$ cat config.mk
export PLATFORM = sky130hd
export DESIGN_NAME = alu_cmd_sequencer
export DESIGN_NICKNAME = d
export VERILOG_FILES = /design/src/rtl/alu_pkg.sv /design/src/rtl/alu_cmd_fifo.sv /design/src/rtl/alu_cmd_sequencer.sv
export SDC_FILE = /design/constraint.sdc
export NUM_CORES = 1
export LEC_CHECK = 0
export CAP_MARGIN = 20
export CORE_ASPECT_RATIO = 0.8
export CORE_MARGIN = 2
export CORE_UTILIZATION = 28
export CTS_CLUSTER_SIZE = 10
export DETAILED_ROUTE_END_ITERATION = 8
export GPL_ROUTABILITY_DRIVEN = 0
export SKIP_CTS_REPAIR_TIMING = 1
export SYNTH_ARGS = -nofsm -noshare
export SYNTH_HDL_FRONTEND = slang
export SYNTH_HIERARCHICAL = 1
export SYNTH_SLANG_ARGS = --single-unit
$ cat constraint.sdc
create_clock -name clk -period 8.2 [get_ports clk]
set_input_delay 0.82 -clock clk [delete_from_list [all_inputs] [get_ports clk]]
set_output_delay 0.82 -clock clk [all_outputs]
set_load 0.02 [all_outputs]
$ cat src/rtl/alu_pkg.sv
// Shared opcode, command-entry and FSM definitions for the ALU command sequencer.
// ALU_SEQ_CHAIN_EN adds a per-entry chain bit that substitutes the previous result for operand a.
package alu_pkg;

  localparam logic [3:0] OP_ADD          = 4'd0;
  localparam logic [3:0] OP_SUB          = 4'd1;
  localparam logic [3:0] OP_MUL          = 4'd2;
  localparam logic [3:0] OP_CMP          = 4'd3;
  localparam logic [3:0] OP_SHR4         = 4'd4;
  localparam logic [3:0] OP_ADD_CONST_1  = 4'd5;
  localparam logic [3:0] OP_SUB_CONST_1  = 4'd6;
  localparam logic [3:0] OP_MUL_CONST_10 = 4'd7;
  localparam logic [3:0] OP_MUL_CONST_3  = 4'd8;
  localparam logic [3:0] OP_FPMUL        = 4'd9;
  localparam logic [3:0] OP_MUL_CONST_8  = 4'd10;
  localparam logic [3:0] OP_FP_NORMALIZE = 4'd11;

  localparam logic [3:0] OP_IDLE       = 4'hF;
  localparam logic [3:0] OP_LAST_LEGAL = 4'd11;

  typedef enum logic [1:0] {
    S_IDLE  = 2'd0,
    S_DRIVE = 2'd1,
    S_RESP  = 2'd2
  } seq_state_t;

  typedef struct packed {
`ifdef ALU_SEQ_CHAIN_EN
    logic        chain;
`endif
    logic [3:0]  op;
    logic [15:0] a;
    logic [15:0] b;
    logic [3:0]  tag;
  } cmd_entry_t;

  localparam int CMD_W = $bits(cmd_entry_t);

endpackage

$ cat src/rtl/alu_cmd_fifo.sv
// Synchronous FIFO with combinational read of the head entry; full/empty from an extra pointer bit.
// Push is ignored when full and pop when empty; synchronous active-high clear.
module alu_cmd_fifo #(
  parameter int DEPTH = 4,
  parameter int WIDTH = 40
) (
  input  logic             clk,
  input  logic             rst,
  input  logic             push,
  input  logic [WIDTH-1:0] push_dat,
  input  logic             pop,
  output logic [WIDTH-1:0] pop_dat,
  output logic             full,
  output logic             empty
);

  localparam int AW = $clog2(DEPTH);

  logic [WIDTH-1:0] mem_q [DEPTH];
  logic [AW:0]      wr_ptr_q, wr_ptr_d;
  logic [AW:0]      rd_ptr_q, rd_ptr_d;
  logic             do_push, do_pop;

  assign empty   = (wr_ptr_q == rd_ptr_q);
  assign full    = (wr_ptr_q[AW] != rd_ptr_q[AW]) && (wr_ptr_q[AW-1:0] == rd_ptr_q[AW-1:0]);
  assign do_push = push && !full;
  assign do_pop  = pop && !empty;
  assign pop_dat = mem_q[rd_ptr_q[AW-1:0]];

  always_comb begin
    wr_ptr_d = wr_ptr_q;
    rd_ptr_d = rd_ptr_q;
    if (do_push) wr_ptr_d = wr_ptr_q + 1'b1;
    if (do_pop)  rd_ptr_d = rd_ptr_q + 1'b1;
  end

  always_ff @(posedge clk) begin
    if (rst) begin
      wr_ptr_q <= '0;
      rd_ptr_q <= '0;
    end else begin
      wr_ptr_q <= wr_ptr_d;
      rd_ptr_q <= rd_ptr_d;
    end
  end

  // Storage needs no reset: an entry is only read after it has been written.
  always_ff @(posedge clk) begin
    if (do_push) mem_q[wr_ptr_q[AW-1:0]] <= push_dat;
  end

endmodule

$ cat src/rtl/alu_cmd_sequencer.sv
// Queues tagged ALU commands, drives them one at a time to the combinational ALU, and returns in-order responses
// SETTLE+2 cycles after acceptance; stalls in RESP under rsp_ready backpressure. Optional feature: ALU_SEQ_CHAIN_EN.
module alu_cmd_sequencer
  import alu_pkg::*;
#(
  parameter int DEPTH  = 4,
  parameter int SETTLE = 1
) (
  input  logic        clk,
  input  logic        rst,
  input  logic        cmd_valid,
  output logic        cmd_ready,
  input  logic [3:0]  cmd_op,
  input  logic [15:0] cmd_a,
  input  logic [15:0] cmd_b,
  input  logic [3:0]  cmd_tag,
`ifdef ALU_SEQ_CHAIN_EN
  input  logic        cmd_chain,
`endif
  output logic [3:0]  alu_op,
  output logic [15:0] alu_a,
  output logic [15:0] alu_b,
  input  logic [15:0] alu_result,
  input  logic        alu_zero,
  input  logic        alu_carry,
  input  logic        alu_fp_error,
  output logic        rsp_valid,
  input  logic        rsp_ready,
  output logic [15:0] rsp_result,
  output logic        rsp_zero,
  output logic        rsp_carry,
  output logic        rsp_fp_error,
  output logic [3:0]  rsp_tag,
  output logic        rsp_illegal,
  output logic        busy
);

  localparam int CW = (SETTLE > 1) ? $clog2(SETTLE) : 1;

  seq_state_t  state_q;
  logic [CW-1:0] cnt_q;
  logic [3:0]  alu_op_q, tag_q, rsp_tag_q;
  logic [15:0] alu_a_q, alu_b_q, rsp_result_q;
  logic        rsp_valid_q, rsp_zero_q, rsp_carry_q, rsp_fp_error_q, rsp_illegal_q;

  cmd_entry_t  push_entry, pop_entry;
  logic        fifo_full, fifo_empty, fifo_push, fifo_pop;
  logic [15:0] pop_a;

  assign push_entry.op  = cmd_op;
  assign push_entry.a   = cmd_a;
  assign push_entry.b   = cmd_b;
  assign push_entry.tag = cmd_tag;

`ifdef ALU_SEQ_CHAIN_EN
  logic [15:0] last_result_q;

  assign push_entry.chain = cmd_chain;
  assign pop_a = pop_entry.chain ? last_result_q : pop_entry.a;

  always_ff @(posedge clk) begin
    if (rst) begin
      last_result_q <= '0;
    end else if (state_q == S_DRIVE && cnt_q == '0) begin
      last_result_q <= alu_result;
    end
  end
`else
  assign pop_a = pop_entry.a;
`endif

  assign cmd_ready = !fifo_full;
  assign fifo_push = cmd_valid && !fifo_full;
  assign fifo_pop  = (state_q == S_IDLE) && !fifo_empty;

  alu_cmd_fifo #(
    .DEPTH (DEPTH),
    .WIDTH (CMD_W)
  ) u_fifo (
    .clk      (clk),
    .rst      (rst),
    .push     (fifo_push),
    .push_dat (push_entry),
    .pop      (fifo_pop),
    .pop_dat  (pop_entry),
    .full     (fifo_full),
    .empty    (fifo_empty)
  );

  always_ff @(posedge clk) begin
    if (rst) begin
      state_q        <= S_IDLE;
      cnt_q          <= '0;
      alu_op_q       <= OP_IDLE;
      alu_a_q        <= '0;
      alu_b_q        <= '0;
      tag_q          <= '0;
      rsp_valid_q    <= 1'b0;
      rsp_result_q   <= '0;
      rsp_zero_q     <= 1'b0;
      rsp_carry_q    <= 1'b0;
      rsp_fp_error_q <= 1'b0;
      rsp_illegal_q  <= 1'b0;
      rsp_tag_q      <= '0;
    end else begin
      case (state_q)
        S_IDLE: begin
          if (fifo_pop) begin
            alu_op_q <= pop_entry.op;
            alu_a_q  <= pop_a;
            alu_b_q  <= pop_entry.b;
            tag_q    <= pop_entry.tag;
            cnt_q    <= CW'(SETTLE - 1);
            state_q  <= S_DRIVE;
          end else begin
            alu_op_q <= OP_IDLE;
          end
        end
        S_DRIVE: begin
          if (cnt_q != '0) begin
            cnt_q <= cnt_q - CW'(1);
          end else begin
            // Illegal opcodes still go to the ALU; its output is reported as-is.
            rsp_result_q   <= alu_result;
            rsp_zero_q     <= alu_zero;
            rsp_carry_q    <= alu_carry;
            rsp_fp_error_q <= alu_fp_error;
            rsp_illegal_q  <= (alu_op_q > OP_LAST_LEGAL);
            rsp_tag_q      <= tag_q;
            rsp_valid_q    <= 1'b1;
            state_q        <= S_RESP;
          end
        end
        S_RESP: begin
          if (rsp_ready) begin
            rsp_valid_q <= 1'b0;
            alu_op_q    <= OP_IDLE;
            state_q     <= S_IDLE;
          end
        end
        default: state_q <= S_IDLE;
      endcase
    end
  end

  assign alu_op       = alu_op_q;
  assign alu_a        = alu_a_q;
  assign alu_b        = alu_b_q;
  assign rsp_valid    = rsp_valid_q;
  assign rsp_result   = rsp_result_q;
  assign rsp_zero     = rsp_zero_q;
  assign rsp_carry    = rsp_carry_q;
  assign rsp_fp_error = rsp_fp_error_q;
  assign rsp_illegal  = rsp_illegal_q;
  assign rsp_tag      = rsp_tag_q;
  assign busy         = (state_q != S_IDLE) || !fifo_empty;

endmodule
==> qor.txt <==
Run status = complete, no violations
First-pass iteration count of the detailed router = 4
Synthesized netlist cell count = 567
Crit share post-route = 0.499
Overflow after GRT = 0
Setup TNS = 0 ns
DP HPWL = 12.1 mm
Startpoint types = flop
# placed instances = 1084
Peak Freq = 244 MHz
Root buf cell = clkbuf_16
Post-DRT Antenna Nets = 0
Routed WL = 19.7 mm
Number of fill cells in the layout = 3039
Hold_sp = rsp_result[10]
Largest area contributor in the netlist = edfxtp_1
Largest family of logic cells by synthesized area = multiplexers
Ant. Diodes = 0
Hold Violations, Final = 0
Flop-to-flop setup slack = 4.11 ns
Finish-stage setup viols = 0
Critical R2R Launch = u_fifo/rd_ptr_q[0]
Drt first-iter violations = 355
Die Area = 33200 µm²
Post-synthesis simple-gate area fraction = 0.0804
Global-route wire length before repair = 30.5 mm
Worst Tran Pin Value = 1.06 ns
TritonCTS clock tree = built
Hold path depth = 2
Share of layout cells above drive strength 1 = 0.201
Maxcap violations = 0
Layout area overhead = 27.1%
WP data required = 8.60 ns
Yosys reg bits = 235
P per Cell Area = 359 nW/µm²
Syn Nets = 635
Min cycle time layout = 4.09 ns
Nets = 762
Initial antenna violation count = 0
RSZ-0062 raised after global routing = false
Synth Area in Compound Gates = 0.0667
Worst path max stage delay = 0.97 ns
Slowest CP cell = clkinv_2
FFs w/ async S/R, synth = 0
Cell variety after synth = 39
Chip Height = 163 µm
H-Tree Depth = 1
Synth top cells by count = edfxtp_1, nand2_1, dfxtp_1
Die X = 203 µm
Tot GR Track Use = 0.119
Post-synth top area share = 0.540
Seq. cell area = 6310 µm²
Crit Path Max Fanout = 44
Sequential area share after synthesis = 0.709
Post-synthesis mux area share = 0.101
Avg Cell Area, Syn = 15.7 µm²
Largest cells by area after synthesis = edfxtp_1, dfxtp_1, mux4_2, nand2_1, a21oi_2
Reg2Reg Depth = 8
Slew headroom = 0.291
PortBufs = 125
Post-synthesis adder-cell area fraction = 0.00703
EDFF count, synth = 160
Via count = 5009
Nature of the critical path endpoint = flop
Synth Area in XOR/XNOR = 0.00591
Slew Viols, Final = 0
Core box area = 31400 µm²
Fin cells = 1135
Critical path class = reg2reg
Clock Skew = 0.00992 ns
P_leak = 3.58 nW
Min-Delay Path Class = reg2reg
Vias per cell = 4.41
Num rows = 58
Starting Density = 0.284
Clock slew at reported path FFs = 0.06 ns
Clk sinks = 235
I/O pin count = 126
Hold path endpoint = rsp_result[10]
Crit-path cells = xnor2_1, nand2_1, nor2_1, or3_2, clkinv_2, nor3b_1, a21oi_1, o211ai_1
CTS Buf Count = 27
Dominant register cell in the synthesized netlist = edfxtp_1
Mapped cell area = 8900 µm²
Vias in the first global route = 5147
Multi-input logic area = 2350 µm²
Worst skew pair latency = 0.53 ns
Synthesis Warnings = 6
Drc violations = 0
Clock Tree Buf Depth = 3
Routed length per instance = 17.4 µm
Largest net degree at the start of global routing = 78
Maximum vdd ir drop = 0.000182 V
Critical path data arrival time = 4.49 ns
Cell with the most instances after synthesis = edfxtp_1
## stage by stage
stage | hold WS (ns) | util | power, mW | worst slack, ns | instance area [µm²]
2_1_floorplan | 0.432 | - | 2.59 | 4.41 | 8900
3_3_place_gp | 0.443 | 0.335 | 3.01 | 4.19 | 10500
3_5_place_dp | 0.447 | 0.335 | 3.03 | 4.07 | 10500
4_1_cts | 0.455 | 0.360 | 4.13 | 4.04 | 11300
5_1_grt | 0.467 | 0.361 | 4.29 | 3.72 | 11300
6_report | 0.453 | 0.361 | 4.06 | 4.11 | 11300
## report_power, final
group	leakage [nW]	internal, mW	switching, mW
registers	2.08	1.55	0.161
clock network	0.374	0.635	0.442
logic	1.12	0.532	0.738
## placed cells by master, fill, tap and decap left out, types with 6 or more instances in the layout
master           instances
clkdlybuf4s50_1        124
clkbuf_1                21
nand2_2                 29
inv_1                    7
clkbuf_16               28
edfxtp_1               160
nand2_1                 97
a21oi_2                 29
a21oi_1                 36
dfxtp_1                 73
buf_4                    6
mux4_2                  40
## how the worst max path moves through the flow
stage / startpoint / slack [ns] / end / cells after the start
final: u_fifo/rd_ptr_q[0] / 4.11 / flop / 8
after global routing: u_fifo/wr_ptr_q[0] / 3.72 / flop / 8
after CTS: u_fifo/wr_ptr_q[0] / 4.04 / u_fifo/rd_ptr_q[0] / 8
after detailed placement: u_fifo/wr_ptr_q[0] / 4.07 / flop / 8
after global placement: u_fifo/rd_ptr_q[0] / 4.19 / u_fifo/rd_ptr_q[0] / 8
after floorplan: u_fifo/rd_ptr_q[1] / 4.41 / u_fifo/mem_q[3][0] / 7
## critical path, delay by kind of cell, from the launching register on
family,cells,cell delay [ns]
DFF,1,0.37
buffers and inverters,1,0.97
xor gates and xnor gates,1,0.62
AOI/OAI and AO/OA,2,0.36
and+or+nand+nor,4,1.61
## sequential cells by signal (all words and copies together), names as in the netlist, named ones only
name	flops
u_fifo/mem_q	160
state_q	2
alu_op	4
alu_b	16
u_fifo/rd_ptr_q	3
rsp_carry	1
rsp_illegal	1
alu_a	16
rsp_fp_error	1
tag_q	4
rsp_tag	4
u_fifo/wr_ptr_q	3
rsp_valid	1
rsp_zero	1
rsp_result	16
## metal layers
layer  vias to the layer above  track usage  share of wire
met5                         -            0              0
met4                         0       0.0295          0.020
met3                        29       0.0259          0.057
met2                       134        0.191           0.46
met1                      2470        0.164           0.46
li1                       2376            -              -
## cell type report
cell class,instances,share of cell area
Timing Repair Buffer,131,0.115
Sequential cell,235,0.558
Tap cell,420,0.0465
Inverter,8,0.00277
Clock buffer,49,0.0690
Clock inverter,1,0.000775
Multi-Input combinational cell,291,0.208
## logic make-up after synthesis
family / after synthesis
flops: 235
simple gates: 154
compound gates: 86
buf+inv: 41
mux: 40
xor+xnor: 6
fa+ha+maj: 5
Power figures use the tool's default switching activity.
